File: src/rtl/mac_neuron.sv
// Single-neuron MAC: accumulates N 8.8 products, adds bias, rounds, hands off to sigmoid.
// Optional MAC_SATURATE_EN clamps the rounded pre-activation to the 8.8 range.
module mac_neuron #(
    parameter int N_INPUTS = 8,
    parameter int ACC_W    = 40
) (
    input  logic        clk,
    input  logic        reset,
    input  logic        start,
    input  logic [15:0] bias,
    input  logic        in_valid,
    input  logic [15:0] in_data,
    input  logic [15:0] in_weight,
    output logic        in_ready,
    output logic        done,
    output logic [15:0] sig_in,
    input  logic        sig_ready,
    input  logic [15:0] sig_out,
    output logic [15:0] act_out,
    output logic        act_valid,
    output logic        busy
);

    typedef enum logic [1:0] {IDLE, ACCUM, FINAL, WAIT_SIG} state_t;

    localparam int CW = (N_INPUTS > 1) ? $clog2(N_INPUTS) : 1;
    localparam logic [CW-1:0] LAST = CW'(N_INPUTS - 1);
    localparam logic signed [ACC_W-9:0] T_MAX = 32767;
    localparam logic signed [ACC_W-9:0] T_MIN = -32768;

    state_t                   state;
    logic [CW-1:0]            cnt;
    logic signed [ACC_W-1:0]  acc;
    logic [15:0]              bias_q;

    logic signed [31:0]       prod;
    logic signed [ACC_W-1:0]  prod_ext;
    logic signed [ACC_W-1:0]  bias_ext;
    logic signed [ACC_W-1:0]  sum;
    logic signed [ACC_W-9:0]  t;
    logic [15:0]              t16;
    logic                     unused_low;

    assign prod     = $signed(in_data) * $signed(in_weight);
    assign prod_ext = {{(ACC_W-32){prod[31]}}, prod};
    assign bias_ext = {{(ACC_W-24){bias_q[15]}}, bias_q, 8'h00};
    // Adding half an LSB before the shift gives round-half-up
    assign sum      = acc + bias_ext + ACC_W'(128);
    assign t        = sum[ACC_W-1:8];
    assign unused_low = ^sum[7:0];

`ifdef MAC_SATURATE_EN
    always_comb begin
        t16 = t[15:0];
        unique case (1'b1)
            (t > T_MAX): t16 = 16'h7fff;
            (t < T_MIN): t16 = 16'h8000;
            default: ;
        endcase
    end
`else
    logic unused_hi;
    assign t16       = t[15:0];
    assign unused_hi = ^{t[ACC_W-9:16], T_MAX, T_MIN};
`endif

    assign in_ready = (state == ACCUM);
    assign busy     = (state != IDLE);

    always_ff @(posedge clk or negedge reset) begin
        if (!reset) begin
            state     <= IDLE;
            cnt       <= '0;
            acc       <= '0;
            bias_q    <= '0;
            done      <= 1'b0;
            sig_in    <= '0;
            act_out   <= '0;
            act_valid <= 1'b0;
        end else begin
            done      <= 1'b0;
            act_valid <= 1'b0;
            unique case (state)
                IDLE: begin
                    if (start) begin
                        acc    <= '0;
                        cnt    <= '0;
                        bias_q <= bias;
                        state  <= ACCUM;
                    end
                end
                ACCUM: begin
                    if (in_valid) begin
                        acc <= acc + prod_ext;
                        cnt <= cnt + CW'(1);
                        if (cnt == LAST) state <= FINAL;
                    end
                end
                FINAL: begin
                    sig_in <= t16;
                    done   <= 1'b1;
                    state  <= WAIT_SIG;
                end
                WAIT_SIG: begin
                    // sigmoid cannot answer in the same cycle it sees done
                    if (sig_ready && !done) begin
                        act_out   <= sig_out;
                        act_valid <= 1'b1;
                        state     <= IDLE;
                    end
                end
                default: state <= IDLE;
            endcase
        end
    end

endmodule
File: config.mk
export PLATFORM = sky130hd
export DESIGN_NAME = mac_neuron
export DESIGN_NICKNAME = d
export VERILOG_FILES = /design/src/rtl/mac_neuron.sv
export SDC_FILE = /design/constraint.sdc
export NUM_CORES = 1
export LEC_CHECK = 0
export CAP_MARGIN = 20
export CORE_ASPECT_RATIO = 1.4
export CORE_MARGIN = 1
export CORE_UTILIZATION = 51
export DETAILED_ROUTE_END_ITERATION = 6
export HOLD_SLACK_MARGIN = 0.02
export PLACE_DENSITY = 0.76
export SYNTH_ARGS = -nofsm -noshare
export SYNTH_HDL_FRONTEND = slang
export SYNTH_SLANG_ARGS = --single-unit
File: constraint.sdc
create_clock -name clk -period 6.2 [get_ports clk]
set_clock_uncertainty 0.1 [all_clocks]
set_input_delay 0.93 -clock clk [delete_from_list [all_inputs] [get_ports clk]]
set_output_delay 0.93 -clock clk [all_outputs]
set_load 0.005 [all_outputs]
# After elaboration in Yosys (flattened, before gate mapping)
# Index checks and enable logic that the tools add are counted.
[word_totals]
ff_bits = 95
in_bits = 69
out_inout_bits = 36
elab_cells = 44
[classes]
n_addsub = 4
mul = 1
n_eq_ne = 8
muxes = 14
reduce_logical = 9
[op_table]
columns = ["op", "n"]
rows = [
  ["$mux W40", 2],
  ["$pmux W40 S2", 1],
  ["$add A40 B32 Y40", 1],
  ["$mul A16 B16 Y32", 1],
  ["$add A24 B24 Y24", 1],
  ["$add A24 B9 Y24 const B", 1],
  ["$mux W2", 4],
  ["$pmux W2 S4", 1],
  ["$mux W3", 2],
  ["$ne A2 B2 Y1 const B", 3],
  ["$pmux W3 S2", 1],
  ["$eq A2 B2 Y1 const B", 2],
  ["$reduce_and A2 Y1", 2],
  ["$reduce_and A4 Y1", 1],
  ["$reduce_bool A2 Y1", 2],
  ["$add A3 B1 Y3 const B", 1],
  ["$eq A3 B3 Y1 const B", 1],
  ["$mux W1", 3],
  ["$reduce_and A3 Y1", 1],
  ["$eq A2 B1 Y1 const B", 1],
  ["$logic_not A2 Y1", 1],
  ["$ne A2 B1 Y1 const B", 1],
  ["$logic_and A1 B1 Y1", 1],
  ["$logic_not A1 Y1", 1],
]

# Longest topological paths before layout
[depth]
ltp_word = 4
mapped_depth = 23
ltp_nobuf = 21

# Worst setup path after synthesis
# OpenSTA, ideal clock, no wires.
[synth_timing]
kind = "input port to flip-flop"
start = "input port in_weight[7]"
end = "register acc[23]"
setup_ps = 121
t_arrival_ps = 6236
required_time_ps = 5979
setup_slack_ps = -257
stages = 22
path_buffers = 2
cell_sequence = "buf_2 -> clkbuf_1 -> nand2_1 -> fa_1 -> inv_1 -> fa_1 -> inv_1 -> fa_1 -> inv_1 -> fa_1 -> fa_1 -> inv_1 -> fa_1 -> inv_1 -> ha_1 -> a21oi_1 -> o221ai_1 -> a21oi_1 -> a211oi_1 -> a311oi_2 -> xnor2_1 -> a22o_1"
[synth_between]
elab_chain_len = 4
[synth_rtl]
columns = ["element", "line", "source"]
rows = [
  ["start, declared", "13", "input logic [15:0] in_weight,"],
  ["$mul A16 B16 Y32", "44", "assign prod = $signed(in_data) * $signed(in_weight);"],
  ["$add A40 B32 Y40", "94", "acc <= acc + prod_ext;"],
  ["$mux W40", "93", "if (in_valid) begin"],
  ["$pmux W40 S2", "83", "unique case (state)"],
  ["end signal, assigned", "94", ""],
  ["end, declared", "33", "logic signed [ACC_W-1:0] acc;"],
]
# Every way passes these cells. The select of a mux whose other input is x is not followed.
# A chain may end at the register's enable or synchronous reset.

# Worst setup path after layout
[layout_timing]
start = "input port in_data[10]"
end = "register acc[21]"
[layout_between]
elab_chain_len = 4
[layout_rtl]
columns = ["element", "line", "source"]
rows = [
  ["start, declared", "12", "input logic [15:0] in_data,"],
  ["$mul A16 B16 Y32", "44", ""],
  ["$add A40 B32 Y40", "94", ""],
  ["$mux W40", "93", ""],
  ["$pmux W40 S2", "83", ""],
]
# Every way passes these cells. The select of a mux whose other input is x is not followed.

==> run summary <==
status: complete, no violations
crit end category: flip-flop
Buffers on Ports: 104
Via density: 5.129
DRC: 0
Iter 0 DRT Violations: 442
Critical Path AT: 6.30 ns
CTS sink cnt: 79
TritonCTS clock tree: yes
Max FO, Critical Path: 6
largest net degree at the start of global routing: 80
1st-pass router iterations: 5
Total GRT Usage: 26.14%
Required @ worst endpoint: 6.34 ns
Post-synth EDFFs: 0
RSZ-0062 raised after global routing: yes
CTS Buffer Depth: 2
fin crit period: 6.162 ns
Slew @ Worst Pin: 0.9898 ns
Root Buffer: clkbuf_16
Cell Rows: 66
multi-input logic area: 9334 um^2
nets: 1,935
Starting Density: 52.35%
fin worst setup slack: 0.03850 ns
Final ANT Viol Nets: 0
total number of vias: 9,560
register area: 1977 um^2
Post-Synthesis Cells: 1,315
die width: 133.1 um
vias in the first global route: 10.47k
Num CTS Buffers: 9
Routed WL: 30,500 um
pre-CTS WS: -0.7868 ns
Congestion Overflow GR: 0
Rel. slew slack: 34.01%
startpoint types: primary input
f_max: 162.3 MHz
Layout Cells excl Fill: 1,864
syn avg cell area: 9.337 um^2
Synth Net Count: 1,697
Sum Neg Setup Slack: 0 ns
CTS clk-pin slew, worst paths: 0.07 ns
maxcap violations: 0
n_diodes: 0
Placed Cells: 1,817
Post-synth ARST share: 100.0%
core area: 23,450 um^2
Main synth FF type: dfrtp_1
period utilization: 99.38%
sequential-to-total area share from yosys stat: 16.10%
layout cells sized above 1: 21.69%
setup violators final: 0
DPL Wire Length: 24,200 um
I/O pin count: 105
RePlAce Congestion: 0.8464
die height: 185.6 um
initial antenna violation count: 0
max-slew violations: 0
fillers: 1,782
routed length per instance: 16.36 um
synth warn: 0
Synth Cell Area: 12,280 um^2
Final Hold Viols: 0
H-Tree Depth: 3
count of state elements after synthesis: 79
Die ar.: 24,710 um^2
clock latency on the worst-skew pair: 0.35 ns
worst hold path type: primary input to async pin
Yosys cell types: 54
kind of critical path: primary input to flip-flop
first-pass GRT wire length: 50,610 um
Layout Area Growth over Synthesis: 26.97%
placed cells by master, fill, tap and decap left out, types with 5 or more instances in the layout:
| master | synthesis | routed |
|---|---|---|
| buf_4 | 0 | 139 |
| ha_4 | 0 | 8 |
| nand2b_1 | 10 | 10 |
| fa_1 | 210 | 199 |
| buf_6 | 0 | 25 |
| o21ai_0 | 19 | 16 |
| mux2_2 | 26 | 26 |
| clkdlybuf4s50_1 | 0 | 72 |
| inv_2 | 0 | 23 |
| or3_1 | 5 | 5 |
| o21ai_2 | 0 | 6 |
| dfrtp_1 | 79 | 79 |
| clkbuf_2 | 0 | 16 |
| and2_1 | 132 | 118 |
| nand2_1 | 155 | 148 |
| nor2b_1 | 6 | 6 |
| a22o_1 | 21 | 21 |
| o21ai_1 | 9 | 6 |
| a21oi_1 | 21 | 16 |
| o21a_1 | 9 | 9 |
| inv_1 | 324 | 301 |
| clkbuf_16 | 0 | 9 |
| nor2_1 | 24 | 20 |
| nand2_2 | 0 | 6 |
| and2_4 | 0 | 14 |
| a21o_1 | 10 | 10 |
| fa_2 | 0 | 11 |
| xnor2_1 | 34 | 34 |
| ha_1 | 103 | 93 |
| xor2_1 | 15 | 14 |
| a21oi_4 | 0 | 5 |
metrics by stage:
step	utilization [%]	cell area, um^2	hold slack, ns
6_report	66.47	15590	0.3458
4_1_cts	65.40	15340	0.3777
2_1_floorplan	-	12390	0.3563
5_1_grt	66.47	15590	0.3547
3_3_place_gp	62.57	14670	0.3573
3_5_place_dp	62.63	14690	0.3661
worst max-delay path, stage by stage:
cell      delay, ns
clkbuf_2       0.12
buf_6          0.14
and2_1         0.14
fa_1           0.49
inv_2          0.04
fa_2           0.57
fa_1           0.43
fa_1           0.53
inv_2          0.05
fa_1           0.56
inv_2          0.05
fa_1           0.55
inv_2          0.06
ha_4           0.21
and2_4         0.14
a211o_1        0.28
a21oi_4        0.24
a211oi_4       0.11
or3_1          0.39
a32o_1         0.26
cell type report:
| cell class | instances | area share [%] |
|---|---|---|
| repair buffers | 270 | 15.06 |
| inverters | 325 | 7.825 |
| well taps | 306 | 2.456 |
| flip-flops and latches | 79 | 12.68 |
| multi-input cells | 868 | 59.87 |
| clock inverters | 7 | 0.6661 |
| clock buffers | 9 | 1.445 |
Yosys cell counts (21+ instances only):
master	number	share of area, %
fa_1	210	34
dfrtp_1	79	16
a22o_1	21	1.5
ha_1	103	10
and2_1	132	6.7
mux2_2	26	2.4
nor2_1	24	0.73
inv_1	324	9.9
nand2_1	155	4.7
xnor2_1	34	2.4
a21oi_1	21	0.86
clkbuf_1	39	1.2
kinds of logic after synthesis:
group                    count (synthesis)  synth area share, %
AO/OA/AOI/OAI                          129                7.663
XOR/XNOR                                50                3.679
adder cells (fa/ha/maj)                313                44.74
buffers and inverters                  368                11.28
flip-flops                              79                16.10
multiplexers                            27                2.466
AND/OR/NAND/NOR                        349                14.07
sequential cells by signal (all words and copies together) (netlist names):
signal and count:
act_out 16, state 2, bias_q 16, done 1, acc 24, act_valid 1, cnt 3, sig_in 16
repair_timing:
item	4_1_cts	5_1_grt
setup buffers	9	17
gates cloned	5	0
resized for setup	104	136
endpoints found under the setup margin	11	10
pin swaps	47	83
hold buffers	0	0
metal layers:
metal	wire length [um]	GRT usage, %	up-vias	share of wire (%)
li1	-	-	4439	-
met1	12100	30.92	4813	40
met2	16140	47.23	254	53
met3	1467	4.630	54	4.8
met4	791	9.955	0	2.6
met5	0	0	-	0
worst paths after layout:
| check | startpoint | endpoint | slack, ns | cells after the start |
|---|---|---|---|---|
| setup / recovery | in_data[10] | acc[21] | 0.04 | 20 |
| hold / removal | reset | sig_in[3] | 0.35 | 1 |
| setup reg to reg | acc[8] | acc[21] | 1.20 | 17 |
| hold reg to reg | act_out[1] | act_out[1] | 0.37 | 2 |
| max in group asynchronous | reset | acc[17] | 5.06 | 2 |
| min in group clk | act_out[1] | act_out[1] | 0.37 | 2 |
Power is not shown: default switching activity piles up to over one toggle a cycle in this logic, so the estimate is an artifact.
==> variant 1, RTL diff (same settings) <==
The parameter `N_INPUTS` goes from 8 to 16.
--- a/src/rtl/mac_neuron.sv
+++ b/src/rtl/mac_neuron.sv
@@ -2,5 +2,5 @@
 // Optional MAC_SATURATE_EN clamps the rounded pre-activation to the 8.8 range.
 module mac_neuron #(
-    parameter int N_INPUTS = 8,
+    parameter int N_INPUTS = 16,
     parameter int ACC_W    = 40
 ) (
Function: changed (a bounded check fails within 10 cycles, from zero or initial values and one cycle with reset low).
==> variant 1 against the unedited design <==
  * Sequential cell count up 1
  * Via count up 0.24%
  * Wire length down 2.3%
  * Design area down 1.5%
  * Register-to-register slack better by 0.16 ns
  * Largest cell class unchanged
  * Count of clock-buffer cells in the layout up 3
  * Critical path depth up 1
  * Synthesized area about the same
  * Utilization down 0.97 points
  * Critical path type unchanged
  * Worst setup slack better by 0.13 ns
Power is not shown: default switching activity piles up to over one toggle a cycle in this logic, so the estimate is an artifact.
==> variant 1: results (changes against the unedited design) <==
The flow ran to the end, and the final reports show no timing, DRC or antenna violations. The startpoint of the lowest-slack register-to-register path is acc[15]$_DFFE_PN0P_. By count the netlist is led by sky130_fd_sc_hd__inv_1, sky130_fd_sc_hd__fa_1, sky130_fd_sc_hd__nand2_1. The horizontal die dimension is 133 um (about the same). The largest stage delay on the critical path is 0.55 ns (-0.02 ns). The worst hold margin came out at 0.362 ns (+0.0161 ns).

The adder-cell share of the synthesized area came to 44.6% (-0.097 points). The pre-CTS setup slack is -0.718 ns (+0.0693 ns). The fill cell total of the finished layout came to 1,828 (+2.6%).

The first-pass iteration count of the detailed router is 6 (+1). The xor/xnor share of the synthesized area is 3.39% (-0.28 points). The slew at the pin closest to its max-slew limit was 0.788 ns (-0.202 ns). The signal arrival time at the worst endpoint came out at 6.16 ns (-0.14 ns). The total of cells resized after clock tree synthesis is 73 (-30%). The via count is 9,583 (+0.24%). The largest individual stage delay along the critical path comes from the cell sky130_fd_sc_hd__fa_1. The wire length per cell is 15.9 um (-3.1%). The global-route usage over all layers is 25.8% (-0.34 points). The cell area reported after detailed placement came out at 14,600 um2 (-0.83%). The mux cell area share after synthesis is 1.82% (-0.64 points). The footprint of the flip-flops and latches was 2000 um2 (+1.3%).

The initial DRC count is 336 (-24%). The synthesized net count came out at 1,731 (+2.0%). The number of cells after detailed placement was 1,838 (+1.2%). The final weighted congestion of routability-driven global placement is 0.860 (+1.5%). Yosys attributes the largest share of cell area to sky130_fd_sc_hd__fa_1, sky130_fd_sc_hd__dfrtp_1, sky130_fd_sc_hd__ha_1. The number of global-route vias before repair is 10,700 (+2.5%).
variant 1: cell count changes after synthesis, moves of 4 or more:
| cell | unedited run | this run |
|---|---|---|
| sky130_fd_sc_hd__nand2_1 | 155 | 184 |
| sky130_fd_sc_hd__o21ai_0 | 19 | 34 |
| sky130_fd_sc_hd__o21ai_1 | 9 | 4 |
| sky130_fd_sc_hd__and3_1 | 0 | 5 |
| sky130_fd_sc_hd__xnor2_1 | 34 | 30 |
| sky130_fd_sc_hd__a22o_1 | 21 | 8 |
| sky130_fd_sc_hd__mux2_2 | 26 | 19 |
| sky130_fd_sc_hd__inv_1 | 324 | 329 |
| sky130_fd_sc_hd__o21a_1 | 9 | 5 |
variant 1: per-layer routing:
| metal | GRT usage [%] | vias to the layer above |
|---|---|---|
| met4 | 8.45 | 0 |
| met5 | 0 | - |
| met1 | 30.3 | 4804 |
| met3 | 3.43 | 71 |
| met2 | 48.4 | 229 |
| li1 | - | 4479 |
variant 1: worst max path at each step:
stage	from	slack (ns)	cells past startpoint	to
after floorplan	in_weight[8]	0.009	21	acc[21]$_DFFE_PN0P_
after global placement	in_data[10]	-0.70	20	acc[18]$_DFFE_PN0P_
after detailed placement	in_data[10]	-0.72	20	acc[18]$_DFFE_PN0P_
after CTS	in_data[7]	-0.02	21	acc[18]$_DFFE_PN0P_
after global routing	in_weight[2]	-0.02	22	acc[18]$_DFFE_PN0P_
final	in_data[5]	0.17	21	acc[21]$_DFFE_PN0P_
variant 1: final cells by class:
cell class                      count  share of cell area, %
Tap cell                          306                   2.49
Multi-Input combinational cell    892                   59.3
Clock inverter                      4                  0.342
Sequential cell                    80                   13.0
Timing Repair Buffer              256                   15.1
Inverter                          330                   8.06
Clock buffer                       12                   1.67
==> variant 2, RTL diff (same settings) <==
Without the edit above. Re-encode `state_t` (4 states) as Gray code, 2 bits wide.
--- a/src/rtl/mac_neuron.sv
+++ b/src/rtl/mac_neuron.sv
@@ -22,5 +22,5 @@
 );
 
-    typedef enum logic [1:0] {IDLE, ACCUM, FINAL, WAIT_SIG} state_t;
+    typedef enum logic [1:0] {IDLE = 2'b00, ACCUM = 2'b01, FINAL = 2'b11, WAIT_SIG = 2'b10} state_t;
 
     localparam int CW = (N_INPUTS > 1) ? $clog2(N_INPUTS) : 1;
Formal check against the unedited RTL: same outputs for any inputs over 10 cycles, from zero or initial values and one cycle with reset low; not proved beyond that.
==> variant 2 against the unedited design <==
  * Sequential cell count is the same
  * Synthesized area decreased by 1.2%
  * Sequential share of layout area up 0.57 points
  * Wire length is 5.8% lower
  * Worst setup slack gained 0.090 ns
  * Design area fell by 4.3%
Power is left out: the tool's default activity adds up to more than one toggle a clock period on the data nets, which glitch-free logic cannot reach.
==> variant 2: results (changes against the unedited design) <==
The net total in the final layout is 1,893 (-2.2%). The number of global-route vias before repair came to 10,300 (-1.3%). The largest stage delay on the critical path came to 0.55 ns (-0.02 ns).

The maximum buffer depth of the clock tree came out at 2 (unchanged). In this run the most critical hold path is launched from sig_in[3]$_DFFE_PN0P_. The count of non-filler cells in the finished layout is 1,827 (-2.0%). The maximum number of pins on one net before global-route repair came out at 80 (unchanged).

The synthesized net count came out at 1,683 (-0.82%). In this run the worst setup path begins at in_weight[3]. The post-synthesis cell type count came out at 48 (-11%). The worst max-slew margin expressed relative to the limit is 34.1% (+0.060 points). Counting instances in the post-synthesis netlist gives the leading cell types as sky130_fd_sc_hd__inv_1, sky130_fd_sc_hd__fa_1, sky130_fd_sc_hd__nand2_1. For this run, the leading register cell type out of synthesis is sky130_fd_sc_hd__dfrtp_1. The clock-pin slew on the worst setup and hold paths is roughly 0.06 ns. The total number of H-tree levels is 3 (unchanged). The diode insertion count for antenna repair is 0 (unchanged). The detailed-route wire length is 28,700 um (-5.8%). The path category of the worst min-delay check is flop to flop. The first-pass GRT wire length is 49,500 um (-2.3%). The post-synthesis area per instance came out at 9.29 um2 (-0.50%). The flow ran to the end, and the final reports show no timing, DRC or antenna violations. The global-route usage over all layers is 25.6% (-0.57 points).

For this design, the slowest cell found on the critical path is sky130_fd_sc_hd__fa_1. The initial antenna violation count is 0 (unchanged). The pre-CTS setup slack is -0.866 ns (-0.0795 ns). The flip-flop count of the largest register, all copies and words added came to 24 (unchanged).

Sorting the synthesized cells by area gives the leading types as sky130_fd_sc_hd__fa_1, sky130_fd_sc_hd__dfrtp_1, sky130_fd_sc_hd__ha_1. The number of buffers added by the clock tree synthesis step came to 9 (unchanged). The maximum fanout count along the critical path came out at 5 (-1). The initial DRC count is 382 (-14%). The fraction of layout instances using a drive strength above 1 is 17.4% (-4.3 points). The number of warnings reported in the yosys synthesis log is 0 (unchanged). The startpoint of the lowest-slack register-to-register path is acc[8]$_DFFE_PN0P_. The number of I/O port buffers is 104 (unchanged).

Among cell families on the critical path, the largest total delay comes from adder cells. The sequential cell area fraction in the yosys report came out at 16.3% (+0.19 points). The via count came out at 9,260 (-3.1%). The proportion of synthesized flip-flops having asynchronous set or reset came out at 100% (unchanged). The final weighted congestion of routability-driven global placement came to 0.889 (+5.1%). The cell area reported after detailed placement came out at 14,300 um2 (-2.4%). The largest register by flop count is acc. The latest clock arrival within the worst-skew pair is 0.33 ns (-0.02 ns).

The final count of hold timing violations is 0 (unchanged). The total of max-cap violations is 0 (unchanged). The sum of net half-perimeters after detailed placement came out at 23,600 um (-2.4%).
[variant 2: what timing repair did]
| item | 4_1_cts | 5_1_grt |
|---|---|---|
| hold endpoints to repair | 0 | 0 |
| hold buffers | 0 | 0 |
| pin swaps | 49 | 56 |
| resized for setup | 82 | 82 |
| setup buffers | 4 | 8 |
| gates cloned | 5 | 1 |
| endpoints found under the setup margin | 14 | 13 |
[variant 2: area by class of cell]
cell class | instances | area (um2)
tap | 306 | 383
multi-input combinational | 858 | 8980
fill | 1902 | 8370
inverter | 325 | 1220
sequential | 79 | 1980
clock buffer | 9 | 225
clock inverter | 7 | 55.1
timing repair buffer | 243 | 2070
[variant 2: final timing paths]
kind,endpoint,slack [ns],cells past startpoint
setup / recovery,acc[21]$_DFFE_PN0P_,0.13,23
setup reg to reg,acc[23]$_DFFE_PN0P_,1.29,20
max in group asynchronous,acc[21]$_DFFE_PN0P_,4.93,2
min in group asynchronous,act_out[6]$_DFFE_PN0P_,0.47,1
hold reg to reg,sig_in[3]$_DFFE_PN0P_,0.37,2
hold / removal,sig_in[3]$_DFFE_PN0P_,0.37,2
[variant 2: stage by stage]
step / utilization (%) / setup TNS (ns)
finish: 64.1 / 0
global route: 64.1 / -0.0244
CTS: 63.4 / 0
detailed placement: 61.6 / -9.70
global placement: 61.6 / -8.79
floorplan: - / 0
[variant 2: cells by family after synthesis]
logic type               synth area share (%)
AND/OR/NAND/NOR                          13.9
buffers and inverters                    11.4
XOR/XNOR                                 3.83
flip-flops                               16.3
adder cells (fa/ha/maj)                  44.8
multiplexers                             3.04
AO/OA/AOI/OAI                            6.80
[variant 2: routing by layer]
metal	GRT usage, %	wire, um	vias to the layer above
met5	0	0	-
met4	9.75	1000	0
met3	3.05	1100	58
met2	45.3	14900	219
met1	31.9	11800	4664
li1	-	-	4319
